==> src/rtl/div_iter_pkg.sv <==
// div_iter_pkg: shared state encodings and control constants for the iterative divider
package div_iter_pkg;
  typedef enum logic [1:0] {
    DivFree   = 2'b00,
    DivByZero = 2'b01,
    DivOn     = 2'b10,
    DivEnd    = 2'b11
  } div_state_e;
  localparam logic DivResultReady    = 1'b1;
  localparam logic DivResultNotReady = 1'b0;
  localparam logic DivStart          = 1'b1;
  localparam logic DivStop           = 1'b0;
endpackage

==> src/rtl/div_iter.sv <==
// div_iter: iterative radix-2 restoring signed/unsigned divider with annul and divide-by-zero flag
module div_iter
  import div_iter_pkg::*;
#(
  parameter int WIDTH = 32,
  parameter int CNT_W = $clog2(WIDTH) + 1
) (
  input  logic               clk,
  input  logic               rst,
  input  logic               signed_div_i,
  input  logic [WIDTH-1:0]   opdata1_i,
  input  logic [WIDTH-1:0]   opdata2_i,
  input  logic               start_i,
  input  logic               annul_i,
  output logic [2*WIDTH-1:0] result_o,
  output logic               ready_o,
  output logic               busy_o,
  output logic               dbz_o
);
  div_state_e state_q, state_d;
  logic [CNT_W-1:0] cnt_q, cnt_d;
  logic [WIDTH-1:0] quo_q, quo_d, rem_q, rem_d, dvs_q, dvs_d;
  logic nq_q, nq_d, nr_q, nr_d, ready_q, ready_d, dbz_q, dbz_d;
  logic [2*WIDTH-1:0] result_q, result_d;
  logic a_neg, b_neg;
  logic [WIDTH:0] trial, diff;
  logic [WIDTH-1:0] quo_n, rem_n;
  assign a_neg = signed_div_i & opdata1_i[WIDTH-1];
  assign b_neg = signed_div_i & opdata2_i[WIDTH-1];
  assign trial = {rem_q, quo_q[WIDTH-1]};
  assign diff  = trial - {1'b0, dvs_q};
  assign quo_n = {quo_q[WIDTH-2:0], ~diff[WIDTH]};
  assign rem_n = diff[WIDTH] ? trial[WIDTH-1:0] : diff[WIDTH-1:0];
  always_comb begin
    state_d  = state_q;
    cnt_d    = cnt_q;
    quo_d    = quo_q;
    rem_d    = rem_q;
    dvs_d    = dvs_q;
    nq_d     = nq_q;
    nr_d     = nr_q;
    result_d = result_q;
    ready_d  = ready_q;
    dbz_d    = dbz_q;
    case (state_q)
      DivFree: begin
        quo_d = a_neg ? -opdata1_i : opdata1_i;
        dvs_d = b_neg ? -opdata2_i : opdata2_i;
        rem_d = '0;
        nq_d  = a_neg ^ b_neg;
        nr_d  = a_neg;
        cnt_d = '0;
        if (start_i == DivStart && !annul_i)
          state_d = opdata2_i == '0 ? DivByZero : DivOn;
      end
      DivByZero: begin
        state_d  = DivEnd;
        result_d = '0;
        ready_d  = DivResultReady;
        dbz_d    = 1'b1;
      end
      DivOn: begin
        if (annul_i) state_d = DivFree;
        else begin
          quo_d = quo_n;
          rem_d = rem_n;
          cnt_d = cnt_q + CNT_W'(1);
          if (cnt_q == CNT_W'(WIDTH - 1)) begin
            state_d  = DivEnd;
            ready_d  = DivResultReady;
            result_d = {nr_q ? -rem_n : rem_n, nq_q ? -quo_n : quo_n};
          end
        end
      end
      default: begin
        if (start_i == DivStop) begin
          state_d  = DivFree;
          ready_d  = DivResultNotReady;
          dbz_d    = 1'b0;
          result_d = '0;
        end
      end
    endcase
  end
  always_ff @(posedge clk) begin
    if (rst) begin
      state_q  <= DivFree;
      cnt_q    <= '0;
      quo_q    <= '0;
      rem_q    <= '0;
      dvs_q    <= '0;
      nq_q     <= 1'b0;
      nr_q     <= 1'b0;
      result_q <= '0;
      ready_q  <= DivResultNotReady;
      dbz_q    <= 1'b0;
    end else begin
      state_q  <= state_d;
      cnt_q    <= cnt_d;
      quo_q    <= quo_d;
      rem_q    <= rem_d;
      dvs_q    <= dvs_d;
      nq_q     <= nq_d;
      nr_q     <= nr_d;
      result_q <= result_d;
      ready_q  <= ready_d;
      dbz_q    <= dbz_d;
    end
  end
  assign result_o = result_q;
  assign ready_o  = ready_q;
  assign dbz_o    = dbz_q;
  assign busy_o   = state_q == DivByZero || state_q == DivOn;
endmodule

==> config.mk <==
export PLATFORM = sky130hd
export DESIGN_NAME = div_iter
export DESIGN_NICKNAME = d
export VERILOG_FILES = /design/src/rtl/div_iter_pkg.sv /design/src/rtl/div_iter.sv
export SDC_FILE = /design/constraint.sdc
export NUM_CORES = 1
export LEC_CHECK = 0
export BUFFER_PORTS_ARGS = -buffer_cell sky130_fd_sc_hd__clkbuf_2
export CAP_MARGIN = 15
export CORE_MARGIN = 10
export CORE_UTILIZATION = 55
export CTS_CLUSTER_SIZE = 8
export DETAILED_ROUTE_END_ITERATION = 8
export PLACE_DENSITY = 0.84
export SLEW_MARGIN = 20
export SYNTH_ARGS = -nofsm -noshare
export SYNTH_HDL_FRONTEND = slang
export SYNTH_SLANG_ARGS = --single-unit
==> constraint.sdc <==
create_clock -name clk -period 5.75 [get_ports clk]
set_input_delay 0.8625 -clock clk [delete_from_list [all_inputs] [get_ports clk]]
set_output_delay 0.8625 -clock clk [all_outputs]
set_load 0.02 [all_outputs]
# Word level (Yosys, flattened, before mapping)

Index checks and enable logic that the tools add are counted.

Memories kept: 0
Memory bits (read-only): 0
Word-level logic and storage cells: 69
Register bits: 172
Latch bits: 0
Output and inout port bits: 67
Memory bits (writable): 0

$lt $le $gt $ge: 0
Multiply operators: 0
Reduce and logical (&&, ||, !) cells: 11
Bitwise gates (word level): 6
Shift operators: 0
Eq/ne operators: 10
Divide/modulo/power cells: 0
Muxes and demuxes: 26
Add/sub/neg operators: 6

Operators with widths:

| operator            | number |
|---|---|
| $mux 32             | 7 |
| $mux 64             | 3 |
| $pmux 64 s3         | 1 |
| $neg 32->32         | 4 |
| $pmux 32 s2         | 2 |
| $sub 33x32->33      | 1 |
| $logic_not 32->1    | 1 |
| $pmux 6 s2          | 1 |
| $mux 2              | 5 |
| $add 6x1->6 const B | 1 |
| $eq 6x5->1 const B  | 1 |
| $mux 6              | 1 |
| $ne 2x2->1 const B  | 3 |
| $pmux 2 s3          | 1 |
| $ne 4x1->1 const B  | 1 |
| $reduce_and 2->1    | 2 |
| $reduce_and 4->1    | 1 |
| $mux 1              | 3 |
| $ne 3x1->1 const B  | 1 |
| $ne 3x3->1 const B  | 1 |
| $not 1->1           | 3 |
| $pmux 1 s3          | 1 |
| $reduce_and 3->1    | 1 |
| $and 1x1->1         | 2 |
| 11 further kinds    | 11 |

# Depth between registers and ports, before layout

Depth after elaboration: 7
Gate-level depth with buffers: 24
Mapped depth without buffers: 21

# Worst setup path after synthesis

OpenSTA, ideal clock, no wires.

Kind: reg2reg
From: register quo_q[31]
To: register result_q[62], in the netlist result_o[62]
Arrival time: 4951 ps
Cell stages (with the launch flop): 24
Period minus slack after synthesis: 5069 ps
Path slack: 681 ps
Library setup time: 117 ps
Cell sequence: dfxtp_1 > inv_1 > ha_1 > fa_1 > and2b_1 > o2111a_2 > o21ai_2 > a31oi_1 > o21ai_1 > xnor2_1 > clkbuf_1 > clkbuf_1 > buf_2 > a21oi_1 > inv_1 > ha_1 > nand3b_1 > or3_1 > or4_1 > nor3_1 > o22ai_1 > nor4b_1 > mux2i_1 > nand2_1

Word-level cells in the longest chain between the ends: 7

Ends and longest elaborated chain:

| item                     | line            | source |
|---|---|---|
| start: declaration       | div_iter.sv:22  | `logic [WIDTH-1:0] quo_q, quo_d, rem_q, rem_d, dvs_q, dvs_d;` |
| start signal: assignment | div_iter.sv:100 | `quo_q <= quo_d;` |
| $sub 33x32->33           | div_iter.sv:31  | `assign diff = trial - {1'b0, dvs_q};` |
| $mux 32 *                | div_iter.sv:33  | `assign rem_n = diff[WIDTH] ? trial[WIDTH-1:0] : diff[WIDTH-1:0];` |
| $neg 32->32              | div_iter.sv:71  | `result_d = {nr_q ? -rem_n : rem_n, nq_q ? -quo_n : quo_n};` |
| $mux 32 *                | div_iter.sv:71  |  |
| $mux 64 *                | div_iter.sv:68  | `if (cnt_q == CNT_W'(WIDTH - 1)) begin` |
| $mux 64 *                | div_iter.sv:63  | `if (annul_i) state_d = DivFree;` |
| $pmux 64 s3 *            | div_iter.sv:45  | `case (state_q)` |
| end signal: assignment   | div_iter.sv:105 | `result_q <= result_d;` |
| end: declaration         | div_iter.sv:24  | `logic [2*WIDTH-1:0] result_q, result_d;` |

Every way passes the cells marked *; elsewhere a longest branch is shown, timed or not. The select of a mux whose other input is x is not followed.
A chain may end at the register's enable or synchronous reset.

# Worst setup path after layout

From: register rem_q[12]
To: register result_q[60], in the netlist result_o[60]

Word-level cells in the longest chain between the ends: 7

Ends and longest elaborated chain:

| item                     | line            | source |
|---|---|---|
| start: declaration       | div_iter.sv:22  |  |
| start signal: assignment | div_iter.sv:101 | `rem_q <= rem_d;` |
| $sub 33x32->33           | div_iter.sv:31  |  |
| $mux 32 *                | div_iter.sv:33  |  |
| $neg 32->32              | div_iter.sv:71  |  |
| $mux 32 *                | div_iter.sv:71  |  |
| $mux 64 *                | div_iter.sv:68  |  |
| $mux 64 *                | div_iter.sv:63  |  |
| $pmux 64 s3 *            | div_iter.sv:45  |  |

Marks and branches as above.

==> impl_results.md <==
* Sequential share of power at 0.327
* Max_slew headroom at 0.321
* Synthesis-to-layout area growth at 11.6%
* Critical Path RT at 6.08 ns
* Initial antenna violation count at 0
* Final hold vios at 0
* Width of the die at around 170 um
* WL met2 at 16.2 mm
* Highest Signal Layer: met4
* Pwr Density at 365 nW/um^2
* Final Max Slew Viols at 0
* Layout cell share with drive strength beyond 1 at 0.138
* N_diodes at 0
* Warnings, synthesis at 0
* First drt pass iteration count at 6
* Die Area at 27,700 um^2
* Design area at around 13,000 um^2
* # DRC at 0
* Total Wirelength at 36.6 mm
* Crit Path Max Fanout at 11
* Crit share post-route at 0.891
* Hold/Removal Path Class: reg -> reg
* Data arrival time of the worst path at 5.46 ns
* Post-CTS Resized at 0
* CTS H-Tree Depth at 4
* Worst-path clk slew at 0.07 ns
* # placed instances at between 1,500 and 2,000
* Global route total overflow at 0
* LEAKAGE at 5.27 nW
* Post-synth EDFFs at 0
* First-pass GRT wire length at 58.5 mm
* CP cell instances: ha_1, a21oi_1, o21ai_1, a21oi_1, a31oi_1, o21ai_1, xnor2_2, o21ai_0, ha_1, nand3b_1, or3_1, or4_1, nor3_1, o22ai_1, o21ai_1, mux2i_1, a211o_1
* Post-Synthesis Cells at around 1,600
* Setup TNS at 0 ns
* Clock latency on the worst-skew pair at about 0.44 ns
* Int Pwr at 2.71 mW
* Placed Area at 12,600 um^2
* Sw Share at 0.436
* Top FF cell, synth: dfxtp_1
* Port bufs at about 140
* Hold_buf cts at 0
* Post-DR vias/cell at 6.27
* Chip height at approximately 170 um
* CP Capture Type: flip-flop
* Final ANT Viol Nets at 0
* MaxCap Viol Count at 0
* Placer Congestion at 0.990
* Most frequent cells in the layout: 197 x nor2_1, 172 x dfxtp_1, 148 x nand2_1
* Initial DRC count at approximately 1,100
* Slowest stage delay, CP at 0.47 ns
* Status: complete, no violations
* CP Class: reg -> reg
* Vias in the first global route at 11,100
* Ports at 136
* Commonest non-fill, non-tap cell in the layout: nor2_1
* Fraction of registers with async set/reset at 0
* Syn Area/Cell at ~7.6 um^2
* Syn Nets at 1,675
* Tot GR Track Use at 0.251
* Hpwl dp at about 28 mm
* Clock power frac at 0.251
* # rows at 53
* Metal3 WL at 3.29 mm
* Avg WL per Cell at around 19 um
* Root Buffer: clkbuf_16
* CTS buffer count at 17
* Worst vdd ir at 0.636 mV
* Core area at 21,100 um^2
* CTS Buffer Depth at 2
* RSZ-0062 raised after global routing: false
* Worst Clk Skew at 0.0139 ns
* Setup violators final at 0
* Yosys reg bits at 172
* Finished Layout Cells at 1,923
* Post-synthesis sequential area ratio at 0.292
* Met1 Wirelength at 16.0 mm
* Nets@finish at 1,746
* Sink Count at 172
* DR vias at between 10,000 and 15,000
* Setup bufs post-CTS at 0
* Most frequent CP cell: o21ai_1
* Pin count of the biggest net entering global routing at between 70 and 80
* Measured slew at the worst slew-check pin at 1.02 ns
* Slowest CP cell: dfxtp_1
* Critical Path Source Type: flip-flop
* WP buf/inv at 0
* F_max at 0.195 GHz
* CTS tree: built
* Initial core utilization at 0.560
* Fin crit period at between 5 and 6 ns
* CP top delay family: compound AO/OA/AOI/OAI gates
* Logic pwr share at 0.422
* Sw power at 2.10 mW
* Post-Syn Area at 11,800 um^2
* Post-synth cell types at 87
-- area by class of cell --
cell class                 count  area (um^2)
clock buffer                  18          439
multi-input combinational   1240         7800
timing repair buffer         146          761
sequential                   172         3440
fill                        1947         7910
tap                          275          344
inverter                      58          218
clock inverter                14          173
-- stage by stage --
stage	hold WS, ns	util	worst slack [ns]	power [mW]
floorplan	0.446	-	0.681	3.05
global placement	0.434	0.595	0.886	3.54
detailed placement	0.441	0.596	0.732	3.58
CTS	0.452	0.625	0.732	4.77
global route	0.475	0.625	0.160	5.10
finish	0.451	0.625	0.626	4.81
-- cells in the mapped netlist, drive strengths merged, types with 9 or more instances --
cell / n / share of area
or2: 12 / 0.0064
nand2: 148 / 0.047
and2: 12 / 0.0066
a21oi: 114 / 0.049
xor2: 53 / 0.039
mux2: 11 / 0.010
nand2b: 9 / 0.0048
nor3: 48 / 0.021
o211ai: 9 / 0.0061
inv: 58 / 0.018
nor2: 202 / 0.064
nor2b: 12 / 0.0064
clkbuf: 81 / 0.026
buf: 13 / 0.0068
xnor2: 75 / 0.056
nand3: 21 / 0.0089
o31ai: 21 / 0.013
mux2i: 18 / 0.015
or4: 13 / 0.0089
o221ai: 10 / 0.0074
o21ai: 122 / 0.052
a22oi: 44 / 0.028
dfxtp: 172 / 0.29
ha: 41 / 0.043
a311oi: 10 / 0.0074
or3: 35 / 0.019
o41ai: 9 / 0.0073
a2111oi: 11 / 0.0082
nand4: 11 / 0.0058
a211oi: 34 / 0.022
o21a: 10 / 0.0064
a21o: 16 / 0.011
nor4: 13 / 0.0069
-- worst paths after layout --
path / from / to / slack, ns / cells past startpoint
worst max-delay path: rem_q[12] / result_o[60] / 0.63 / 17
worst max register to register: rem_q[12] / result_o[60] / 0.63 / 17
worst min-delay path: result_o[52] / result_o[52] / 0.45 / 2
worst min register to register: result_o[52] / result_o[52] / 0.45 / 2
-- worst register-to-register path, cell delays in order (launching register included) --
cell and delay [ns]:
dfxtp_1 0.47, ha_1 0.40, a21oi_1 0.35, o21ai_1 0.21, a21oi_1 0.34, a31oi_1 0.14
o21ai_1 0.30, xnor2_2 0.22, o21ai_0 0.36, ha_1 0.28, nand3b_1 0.13, or3_1 0.34
or4_1 0.43, nor3_1 0.16, o22ai_1 0.18, o21ai_1 0.33, mux2i_1 0.12, a211o_1 0.26
-- layer usage --
| layer | vias to the layer above | GRT usage |
|---|---|---|
| met5 | - | 0 |
| met4 | 0 | 0.0935 |
| met3 | 85 | 0.0562 |
| met2 | 525 | 0.387 |
| met1 | 5625 | 0.335 |
| li1 | 5814 | - |
-- cells by family (layout without fill, tap and decap cells) --
group           Yosys count  in the layout  synth area share
buf+inv                 152            236            0.0510
fa+ha+maj                42             42            0.0451
compound gates          475            475             0.266
xor+xnor                128            128            0.0949
flops                   172            172             0.292
mux                      29             29            0.0257
simple gates            566            566             0.226
-- power by group through the flow --
stage          Combinational [mW]  Sequential [mW]  Clock [mW]
4_1_cts                      1.99             1.57        1.21
3_3_place_gp                 1.96             1.59           0
3_5_place_dp                 1.98             1.60           0
2_1_floorplan                1.50             1.55           0
6_report                     2.03             1.58        1.21
5_1_grt                      2.24             1.60        1.26
-- flip-flops by register name, indices dropped and copies added, names as in the netlist --
register	flops
quo_q	32
cnt_q	6
rem_q	32
nr_q	1
dvs_q	32
result_o	64
dbz_o	1
nq_q	1
ready_o	1
state_q	2
No activity file was read; power rests on OpenSTA's default activity.
